**config.mk**
```make
export PLATFORM = sky130hd
export DESIGN_NAME = mem_arbiter
export DESIGN_NICKNAME = d
export VERILOG_FILES = /design/src/rtl/mem_arbiter.sv
export SDC_FILE = /design/constraint.sdc
export NUM_CORES = 1
export LEC_CHECK = 0
export ABC_AREA = 1
export CAP_MARGIN = 10
export CORE_AREA = 2 2 271 273
export DETAILED_ROUTE_END_ITERATION = 6
export DIE_AREA = 0 0 273 275
export PLACE_DENSITY = 0.56
export SYNTH_ARGS = -nofsm -noshare
export SYNTH_HDL_FRONTEND = slang
export SYNTH_SLANG_ARGS = --single-unit
```
**constraint.sdc**
```tcl
create_clock -name clk -period 1.4 [get_ports clk]
set_input_delay 0.28 -clock clk [delete_from_list [all_inputs] [get_ports clk]]
set_output_delay 0.28 -clock clk [all_outputs]
set_load 0.03 [all_outputs]
```
**src/rtl/mem_arbiter.sv**
```systemverilog
// Two-port (I-cache / D-cache) arbiter onto a single physical memory port.
// Latency: pmem request issued 1 cycle after the grant decision; resp pulses 1 cycle after pmem_resp.
// Backpressure: requests are level-held; the arbiter waits on pmem_resp indefinitely, one transaction at a time.
module mem_arbiter #(
    parameter int ADDR_W = 16,
    parameter int LINE_W = 128
) (
    input  logic              clk,
    input  logic              reset_n,

    // instruction-cache fill port
    input  logic              i_read,
    input  logic [ADDR_W-1:0] i_address,
    output logic [LINE_W-1:0] i_rdata,
    output logic              i_resp,

    // data-cache fill / writeback port
    input  logic              d_read,
    input  logic              d_write,
    input  logic [ADDR_W-1:0] d_address,
    input  logic [LINE_W-1:0] d_wdata,
    output logic [LINE_W-1:0] d_rdata,
    output logic              d_resp,

    // shared physical memory port
    output logic              pmem_read,
    output logic              pmem_write,
    output logic [ADDR_W-1:0] pmem_address,
    output logic [LINE_W-1:0] pmem_wdata,
    input  logic [LINE_W-1:0] pmem_rdata,
    input  logic              pmem_resp
);

    typedef enum logic [1:0] {
        IDLE    = 2'd0,
        I_BUSY  = 2'd1,
        D_BUSY  = 2'd2,
        RESPOND = 2'd3
    } state_t;

    // ---------------------------------------------------------------
    // State and registered outputs
    // ---------------------------------------------------------------
    state_t              r_state;
    logic                r_last_d;      // 1: last grant went to D, 0: to I
    logic                r_op_wr;       // in-flight transaction is a write
    logic                r_pmem_read;
    logic                r_pmem_write;
    logic [ADDR_W-1:0]   r_pmem_address;
    logic [LINE_W-1:0]   r_pmem_wdata;
    logic [LINE_W-1:0]   r_i_rdata;
    logic [LINE_W-1:0]   r_d_rdata;
    logic                r_i_resp;
    logic                r_d_resp;

    // ---------------------------------------------------------------
    // Next-state values
    // ---------------------------------------------------------------
    state_t              w_state;
    logic                w_last_d;
    logic                w_op_wr;
    logic                w_pmem_read;
    logic                w_pmem_write;
    logic [ADDR_W-1:0]   w_pmem_address;
    logic [LINE_W-1:0]   w_pmem_wdata;
    logic [LINE_W-1:0]   w_i_rdata;
    logic [LINE_W-1:0]   w_d_rdata;
    logic                w_i_resp;
    logic                w_d_resp;

    logic                w_i_req;
    logic                w_d_req;
    logic                w_d_is_wr;
    logic                w_pick_d;

    // A D-side request with both strobes high is a writeback; d_read is ignored then.
    assign w_i_req   = i_read;
    assign w_d_req   = d_read | d_write;
    assign w_d_is_wr = d_write;

    // On a tie, the side that did not win last time gets the port.
    assign w_pick_d  = w_d_req & (~w_i_req | ~r_last_d);

    // State register and all output registers; synchronous active-low reset.
    always_ff @(posedge clk) begin
        if (!reset_n) begin
            r_state        <= IDLE;
            r_last_d       <= 1'b0;
            r_op_wr        <= 1'b0;
            r_pmem_read    <= 1'b0;
            r_pmem_write   <= 1'b0;
            r_pmem_address <= '0;
            r_pmem_wdata   <= '0;
            r_i_rdata      <= '0;
            r_d_rdata      <= '0;
            r_i_resp       <= 1'b0;
            r_d_resp       <= 1'b0;
        end else begin
            r_state        <= w_state;
            r_last_d       <= w_last_d;
            r_op_wr        <= w_op_wr;
            r_pmem_read    <= w_pmem_read;
            r_pmem_write   <= w_pmem_write;
            r_pmem_address <= w_pmem_address;
            r_pmem_wdata   <= w_pmem_wdata;
            r_i_rdata      <= w_i_rdata;
            r_d_rdata      <= w_d_rdata;
            r_i_resp       <= w_i_resp;
            r_d_resp       <= w_d_resp;
        end
    end

    // Grant decision, pmem handshake tracking and response generation.
    always_comb begin
        // hold everything by default; resp strobes are single-cycle pulses
        w_state        = r_state;
        w_last_d       = r_last_d;
        w_op_wr        = r_op_wr;
        w_pmem_read    = r_pmem_read;
        w_pmem_write   = r_pmem_write;
        w_pmem_address = r_pmem_address;
        w_pmem_wdata   = r_pmem_wdata;
        w_i_rdata      = r_i_rdata;
        w_d_rdata      = r_d_rdata;
        w_i_resp       = 1'b0;
        w_d_resp       = 1'b0;

        case (r_state)
            IDLE: begin
                // pmem_resp is deliberately not looked at here
                if (w_pick_d) begin
                    w_state        = D_BUSY;
                    w_last_d       = 1'b1;
                    w_op_wr        = w_d_is_wr;
                    w_pmem_address = d_address;
                    w_pmem_wdata   = d_wdata;
                    w_pmem_write   = w_d_is_wr;
                    w_pmem_read    = ~w_d_is_wr;
                end else if (w_i_req) begin
                    // the I side has no write data; pmem_wdata keeps its last value
                    w_state        = I_BUSY;
                    w_last_d       = 1'b0;
                    w_op_wr        = 1'b0;
                    w_pmem_address = i_address;
                    w_pmem_write   = 1'b0;
                    w_pmem_read    = 1'b1;
                end else begin
                    w_pmem_read    = 1'b0;
                    w_pmem_write   = 1'b0;
                end
            end

            I_BUSY, D_BUSY: begin
                // request strobes are not re-examined: a dropped request still completes
                w_pmem_read  = ~r_op_wr;
                w_pmem_write = r_op_wr;
                if (pmem_resp) begin
                    w_state      = RESPOND;
                    w_pmem_read  = 1'b0;
                    w_pmem_write = 1'b0;
                    if (r_state == I_BUSY) begin
                        w_i_rdata = pmem_rdata;
                        w_i_resp  = 1'b1;
                    end else begin
                        if (!r_op_wr) begin
                            w_d_rdata = pmem_rdata;
                        end
                        w_d_resp = 1'b1;
                    end
                end
            end

            RESPOND: begin
                // resp is high during this state; no new grant until back in IDLE
                w_state      = IDLE;
                w_pmem_read  = 1'b0;
                w_pmem_write = 1'b0;
            end

            default: begin
                w_state      = IDLE;
                w_pmem_read  = 1'b0;
                w_pmem_write = 1'b0;
            end
        endcase
    end

    assign pmem_read    = r_pmem_read;
    assign pmem_write   = r_pmem_write;
    assign pmem_address = r_pmem_address;
    assign pmem_wdata   = r_pmem_wdata;
    assign i_rdata      = r_i_rdata;
    assign i_resp       = r_i_resp;
    assign d_rdata      = r_d_rdata;
    assign d_resp       = r_d_resp;

endmodule
```
Yosys cells after proc, flatten, opt, wreduce, memory -nomap -nowiden
Index checks and enable logic that the tools add are counted.
- reductions and logical operators: 9
- equal/unequal tests: 5
- muxes and demuxes: 18
- bitwise logic cells: 8
- operator list (cell ; number):
    $mux W16 ; 2
    $mux W1 ; 10
    $mux W2 ; 3
    $pmux W1 S3 ; 2
    $pmux W2 S3 ; 1
    $reduce_and A2 Y1 ; 3
    $reduce_and A3 Y1 ; 2
    $not A1 Y1 ; 5
    $eq A2 B2 Y1 const B ; 2
    $reduce_and A4 Y1 ; 1
    $ne A3 B3 Y1 const B ; 1
    $eq A2 B1 Y1 const B ; 1
    $logic_not A2 Y1 ; 1
    $ne A2 B2 Y1 const B ; 1
    $or A1 B1 Y1 ; 2
    $reduce_bool A2 Y1 ; 1
    $reduce_or A2 Y1 ; 1
    $and A1 B1 Y1 ; 1
- output and inout bits: 404
- input bits: 294
- register bits after elaboration: 408

Logic depth before layout (Yosys ltp)
Gate-level depths: netlist of run 1.
- depth in word-level cells: 5
- gate-level depth with buffers: 9

Worst setup path after synthesis of run 1
OpenSTA, ideal clock, no wires.
- path kind: flip-flop to flip-flop
- start: register r_state[0]
- end: register r_d_rdata[107], in the netlist d_rdata[107]
- library setup time: 0.065 ns
- required time: 1.335 ns
- setup slack: -0.096 ns
- arrival time: 1.431 ns
- stages on the path, launching flop included: 8
- path buffers: 2
- cell sequence: dfxtp_1 inv_1 ha_1 nand3_1 clkbuf_2 clkbuf_1 o21ai_0 nor2_1
- word-level cells in the longest chain between the ends: 3
- elaborated cells on any way between the ends: 5
- classes of those cells: eq/ne: 2; bitwise: 1; reduce/logical: 2
- ends and longest elaborated chain (what ; RTL line ; text):
    from (decl) ; 44 ; state_t r_state;
    from (signal assigned) ; 99 ; r_state <= w_state;
    $eq A2 B1 Y1 or $eq A2 B2 Y1 (tied branches) ; 128, 161 ;
    $reduce_or A2 Y1 or $not A1 Y1 (tied branches) ; - ;
    $reduce_and A4 Y1 (no source line) (*) ; - ;
    to (signal assigned) ; 107 ; r_d_rdata <= w_d_rdata;
    to (decl) ; 52 ; logic [LINE_W-1:0] r_d_rdata;
Every way passes the cells marked *; elsewhere a longest branch is shown, timed or not.
A chain may end at the register's enable or synchronous reset.

Worst setup path after layout of run 1
- start: register r_state[0]
- end: register r_d_rdata[78], in the netlist d_rdata[78]
The elaborated chain is that of the path after synthesis.

==> run metrics, run 1 <==
R2R depth=7; core area=72300 um^2; fin nets=2963; Worst path slowest cell=dfxtp_4; Pleak=11.6 nW; fill count=7331; Setup CP Type=reg2reg; Layout area overhead=93.2%; Max-Cap Viols=0; drt first pass iters=4; worst path required time=1.89 ns; routed via count=15600; Max Fclk=0.655 GHz; flop2flop setup slack=-0.13 ns; post-route ant nets=0; total I/O pin count=698; Worst EP arrival=2.02 ns; clk_skew=0.0264 ns; Worst-path clk slew=0.06 ns; Fin. Hold Viols=0; total CTS buffers=47; fin crit share=109%; Yosys cell types=21; RSZ-0062 raised after global routing=yes; 1st-iter DRT viols=498; post-synthesis cell count=1915; GP Congestion=0.820; register area share after synthesis=55.3%; Net Count, Synth=2213; Slew Viols, Final=0; violated checks=negative setup slack; # diodes=0; GR Overflow Total=0; CP peak stage delay=0.38 ns; CTS tree=done; worst setup margin=-0.127 ns; final core occ=39.4%; CTS H-tree depth=2; synthesized area=14800 um^2; cell mode on critical path=buf_12; Hold EP=pmem_write; CP Max Fanout=23; r2r startpoint=r_state[0]; layout cell share with drive strength beyond 1=37.6%; hold-fix buffers at CTS=0; final instance area=28500 um^2; initial antenna violation count=9; Min-Delay Path Class=in2reg; worst vdd ir=1570 uV; Slew HR=67.5%; initial core utilization=20.4%; wire per inst=18.5 um; Worst setup SP type=flip-flop; worst slew pin tran=0.487 ns; CTS root buf=clkbuf_16; HPWL Detailed=46.6 mm; IO Port Bufs=697; vias in the first global route=14800; Die W=273 um; worst skew pair latency=0.61 ns; worst hold start=reset_n; nature of the critical path endpoint=flip-flop; die footprint=75100 um^2; WL final=67.7 mm; largest net degree at the start of global routing=87; vias per cell=4.26; clock sink count=408; Post-route DRC=0; final setup vio count=319; Synth Register Bits=408; reg2reg end=d_rdata[78]; fin crit period=1.53 ns; Longest Clk Path Bufs=3; warnings from Yosys=0; pwr/cell area=2130 nW/um^2; Syn Area/Cell=7.71 um^2; crit-path cells=inv_4, ha_4, nand3_4, buf_12, buf_12, o21ai_0, nor2_1; Die Ht=275 um; Row Count=99; first-pass GRT wire length=95.6 mm; hold depth=3; total global routing track utilization=16.8%; status=complete, but fails checks; placed cell areas=24600 um^2; total negative slack=-21.53 ns
-- through the flow --
step | worst slack, ns | instances | total power, mW | hold WS [ns]
after floorplan | -0.0255 | 1915 | 30.0 | 0.428
after global placement | -0.497 | 3536 | 43.6 | 0.447
after detailed placement | -0.493 | 3536 | 43.6 | 0.451
after CTS | -0.189 | 3659 | 59.7 | 0.0986
after global routing | -0.223 | 3662 | 64.0 | 0.128
final | -0.127 | 3662 | 60.9 | 0.112
-- logic make-up (layout without fill, tap and decap cells) --
logic type / after synthesis / after routing / share of synthesized area (%)
AND/OR/NAND/NOR: 918 / 918 / 24.6
flip-flops: 408 / 408 / 55.3
AO/OA/AOI/OAI: 390 / 390 / 13.3
buffers and inverters: 195 / 983 / 6.43
adder cells (fa/ha/maj): 4 / 4 / 0.339
-- state kept, by name (all words and copies together), names as in the netlist --
name          cells
d_rdata         128
pmem_wdata      128
r_op_wr           1
d_resp            1
r_state           2
pmem_write        1
pmem_read         1
pmem_address     16
i_resp            1
i_rdata         128
r_last_d          1
-- Yosys cell counts --
| master | number | area, um^2 |
|---|---|---|
| nand3_1 | 133 | 666 |
| clkbuf_2 | 3 | 15.0 |
| nor3b_1 | 1 | 7.51 |
| buf_2 | 50 | 250 |
| clkbuf_1 | 62 | 233 |
| a21oi_2 | 1 | 8.76 |
| nor3_1 | 1 | 5.00 |
| nand2_1 | 212 | 796 |
| o21ai_0 | 251 | 1260 |
| nor2_1 | 567 | 2130 |
| buf_6 | 13 | 146 |
| buf_1 | 7 | 26.3 |
| inv_2 | 1 | 3.75 |
| ha_1 | 4 | 50.1 |
| buf_4 | 14 | 105 |
| dfxtp_1 | 408 | 8170 |
| nor2_4 | 2 | 22.5 |
| o21ai_1 | 6 | 30.0 |
| inv_1 | 45 | 169 |
| nand2_2 | 2 | 12.5 |
| a21oi_1 | 132 | 661 |
-- power breakdown --
part / switching [mW] / internal, mW / total, mW
Sequential: 2.90 / 15.2 / 18.0
Clock: 5.28 / 7.60 / 12.9
Combinational: 16.0 / 13.9 / 29.9
-- what timing repair did --
item | 4_1_cts | 5_1_grt
setup buffers | 14 | 2
resized for setup | 2238 | 402
gates cloned | 22 | 5
pin swaps | 2 | 6
hold endpoints to repair | 0 | 0
endpoints found under the setup margin | 676 | 581
-- layer usage --
| layer | vias to the layer above | wire length, um | track usage [%] |
|---|---|---|---|
| met2 | 520 | 32900 | 28.9 |
| met1 | 7232 | 26800 | 19.5 |
| met5 | - | 115 | 0 |
| met4 | 18 | 1970 | 5.08 |
| met3 | 128 | 5950 | 6.14 |
| li1 | 7689 | - | - |
-- placed cells by master, fill, tap and decap left out, types with 2 or more instances in the layout --
cell type        netlist  routed
a21oi_1              132     131
buf_12                 0     151
buf_16                 0      21
buf_4                 14     141
buf_6                 13     233
buf_8                  0       3
bufinv_16              0       2
clkbuf_1              62       4
clkbuf_16              0      52
clkbuf_8               0      19
clkdlybuf4s50_1        0     292
clkinv_16              0       5
clkinv_2               0       8
clkinv_4               0       2
clkinv_8               0       2
clkinvlp_4             0       2
dfxtp_1              408     239
dfxtp_2                0     167
dfxtp_4                0       2
ha_4                   0       3
inv_1                 45      41
inv_4                  0       3
nand2_1              212     211
nand3_1              133     132
nor2_1               567     458
nor2_2                 0      52
nor2_4                 2      59
o21ai_0              251      51
o21ai_1                6     124
o21ai_2                0      81
-- layout make-up --
type                       instances  area [um^2]  share of cell area, %
sequential                       408         8380                   29.4
timing repair inverter             4         66.3                  0.233
clock inverter                    17          209                  0.733
inverter                          46          233                  0.816
tap                              959         1200                   4.21
clock buffer                      70         1450                   5.09
multi-input combinational       1312         6600                   23.1
timing repair buffer             846        10400                   36.4
-- how the worst max path moves through the flow --
stage	to	start	slack (ns)
floorplan	pmem_wdata[116]	r_state[1]	-0.03
global placement	i_rdata[9]	pmem_resp	-0.50
detailed placement	i_rdata[101]	pmem_resp	-0.49
CTS	i_rdata[92]	r_state[1]	-0.19
global route	d_rdata[91]	r_state[1]	-0.22
finish	d_rdata[78]	r_state[0]	-0.13
-- critical path, delay by kind of cell, from the launching register on --
kind | cells | cell delay (ns)
buf+inv | 3 | 0.40
flops | 1 | 0.38
fa+ha+maj | 1 | 0.27
simple gates | 2 | 0.17
compound gates | 1 | 0.16
Note: power is estimated with default switching activity, not from simulation.
==> run 2, diff against run 1 <==
PLACE_DENSITY = 0.51   (was 0.56)
==> run 2 against run 1 <==
  * Largest cell class unchanged
  * Sequential share of layout area grew 0.60 points
  * Sequential cell count is the same
  * Maximum frequency shrank 0.33%
  * Combinational power is essentially flat
  * Die area is the same
  * Setup slack lost 0.0051 ns
  * Cell area shrank 1.1%
  * Via count grew 1.2%
  * Cell count grew 0.11%
  * Count of clock-buffer cells in the layout shrank 1
  * The run still ends with negative setup slack left
  * Worst hold slack lost 0.065 ns
==> run metrics, run 2 (synthesis results as in run 1) <==
routed via count=15800 (was 15600); Setup CP Type=reg2reg (unchanged); clk_skew=0.0329 ns (was 0.0264 ns); initial core utilization=20.4% (unchanged); Min-Delay Path Class=in2reg (unchanged); status=complete, but fails checks (unchanged); GP Congestion=0.903 (was 0.820); dpl ws=-0.487 ns (was -0.493 ns); worst slew pin tran=0.411 ns (was 0.487 ns); Row Count=99 (unchanged); worst setup margin=-0.132 ns (was -0.127 ns); fin crit share=109% (about the same); nature of the critical path endpoint=flip-flop (unchanged); WL final=69.4 mm (was 67.7 mm); total global routing track utilization=16.3% (was 16.8%); total negative slack=-14.33 ns (was -21.53 ns); Longest Clk Path Bufs=3 (unchanged); HPWL Detailed=48.0 mm (was 46.6 mm); Worst setup SP type=flip-flop (unchanged); drt first pass iters=6 (was 4); RSZ-0062 raised after global routing=yes (unchanged); hold-fix buffers at CTS=0 (unchanged); placed cell areas=24700 um^2 (was 24600 um^2); Slew HR=72.6% (was 67.5%); Max Fclk=0.653 GHz (was 0.655 GHz); fin crit period=1.53 ns (about the same); worst hold start=reset_n (unchanged); critical path startpoint=r_state[0] (unchanged); vias per cell=4.30 (was 4.26); final instance area=28200 um^2 (was 28500 um^2); first-pass GRT wire length=94.5 mm (was 95.6 mm); most frequent cells in the layout=nor2_1 (529), clkdlybuf4s50_1 (292), buf_6 (276) (was nor2_1 (458), clkdlybuf4s50_1 (292), dfxtp_1 (239)); CTS root buf=clkbuf_16 (unchanged); final setup vio count=252 (was 319); worst vdd ir=1370 uV (was 1570 uV); Max-Cap Viols=0 (unchanged); # diodes=0 (unchanged); Die Ht=275 um (unchanged); IO Port Bufs=697 (unchanged); wire per inst=18.9 um (was 18.5 um); post-route ant nets=0 (unchanged); die footprint=75100 um^2 (unchanged); Fin. Hold Viols=0 (unchanged); layout cell share with drive strength beyond 1=35.2% (was 37.6%); worst path required time=1.87 ns (was 1.89 ns); total I/O pin count=698 (unchanged); Post-route DRC=0 (unchanged); worst hold slack=0.0462 ns (was 0.112 ns); largest net degree at the start of global routing=68 (was 87); violated checks=negative setup slack (unchanged); most common cell after layout, fill and taps aside=nor2_1 (unchanged); 1st-iter DRT viols=753 (was 498); core area=72300 um^2 (unchanged); CP Max Fanout=47 (was 23); Pleak=11.5 nW (was 11.6 nW); Worst-path clk slew=0.06 ns (about the same); Worst EP arrival=2.01 ns (was 2.02 ns); Die W=273 um (unchanged); clock sink count=408 (unchanged); vias in the first global route=15300 (was 14800); pwr/cell area=2170 nW/um^2 (was 2130 nW/um^2); GR Overflow Total=0 (unchanged); fin nets=2967 (was 2963); Slew Viols, Final=0 (unchanged); r2r startpoint=r_state[0] (unchanged); Layout area overhead=91.1% (was 93.2%); CTS tree=done (unchanged); worst skew pair latency=0.60 ns (was 0.61 ns); initial antenna violation count=2 (was 9); CTS H-tree depth=2 (unchanged); total CTS buffers=49 (was 47)
[run 2: routing by layer]
layer	part of all wire, %	track usage (%)	up-vias
met1	37	17.8	7304
met2	51	29.8	619
met4	3.6	5.82	4
li1	-	-	7714
met3	8.2	5.06	133
met5	0.042	0	-
[run 2: stage by stage]
step                      std cells  utilization [%]  total power [mW]
final                          3666             39.0              61.1
after global routing           3666             39.0              64.2
after CTS                      3631             37.6              59.3
after detailed placement       3533             34.1              44.1
after global placement         3533             34.1              43.9
after floorplan                1915                -              30.0
[run 2: final timing paths]
kind,endpoint,slack (ns),cells past startpoint
setup reg to reg,d_rdata[78],-0.13,7
hold / removal,d_rdata[109],0.05,3
setup / recovery,d_rdata[78],-0.13,7
hold reg to reg,pmem_wdata[41],0.46,2
[run 2: what timing repair did]
item | 4_1_cts | 5_1_grt
gates cloned | 4 | 21
setup endpoints to repair | 752 | 587
setup buffers | 5 | 14
gates resized for setup | 2298 | 140
pin swaps | 15 | 10
[run 2: area by class of cell]
cell class,instances,area [um^2]
Fill cell,7229,44100
Timing Repair Buffer,851,10700
Sequential cell,408,8460
Multi-Input combinational cell,1312,6020
Clock buffer,69,1390
Tap cell,959,1200
Clock inverter,20,240
Inverter,46,214
Timing Repair inverter,1,16.3
[run 2: worst max-delay path, stage by stage (launching register included)]
cell and delay (ns):
dfxtp_4 0.38, inv_4 0.04, ha_4 0.27, nand3_4 0.09, buf_12 0.18, buf_12 0.17, o21ai_0 0.20, nor2_1 0.05
[run 2: where the power goes]
group	total, mW	switching, mW	leakage [nW]	internal (mW)
clock	12.9	5.37	0.804	7.54
sequential	18.0	2.80	3.43	15.2
combinational	30.1	15.9	7.21	14.2
total	61.1	24.1	11.5	37.0
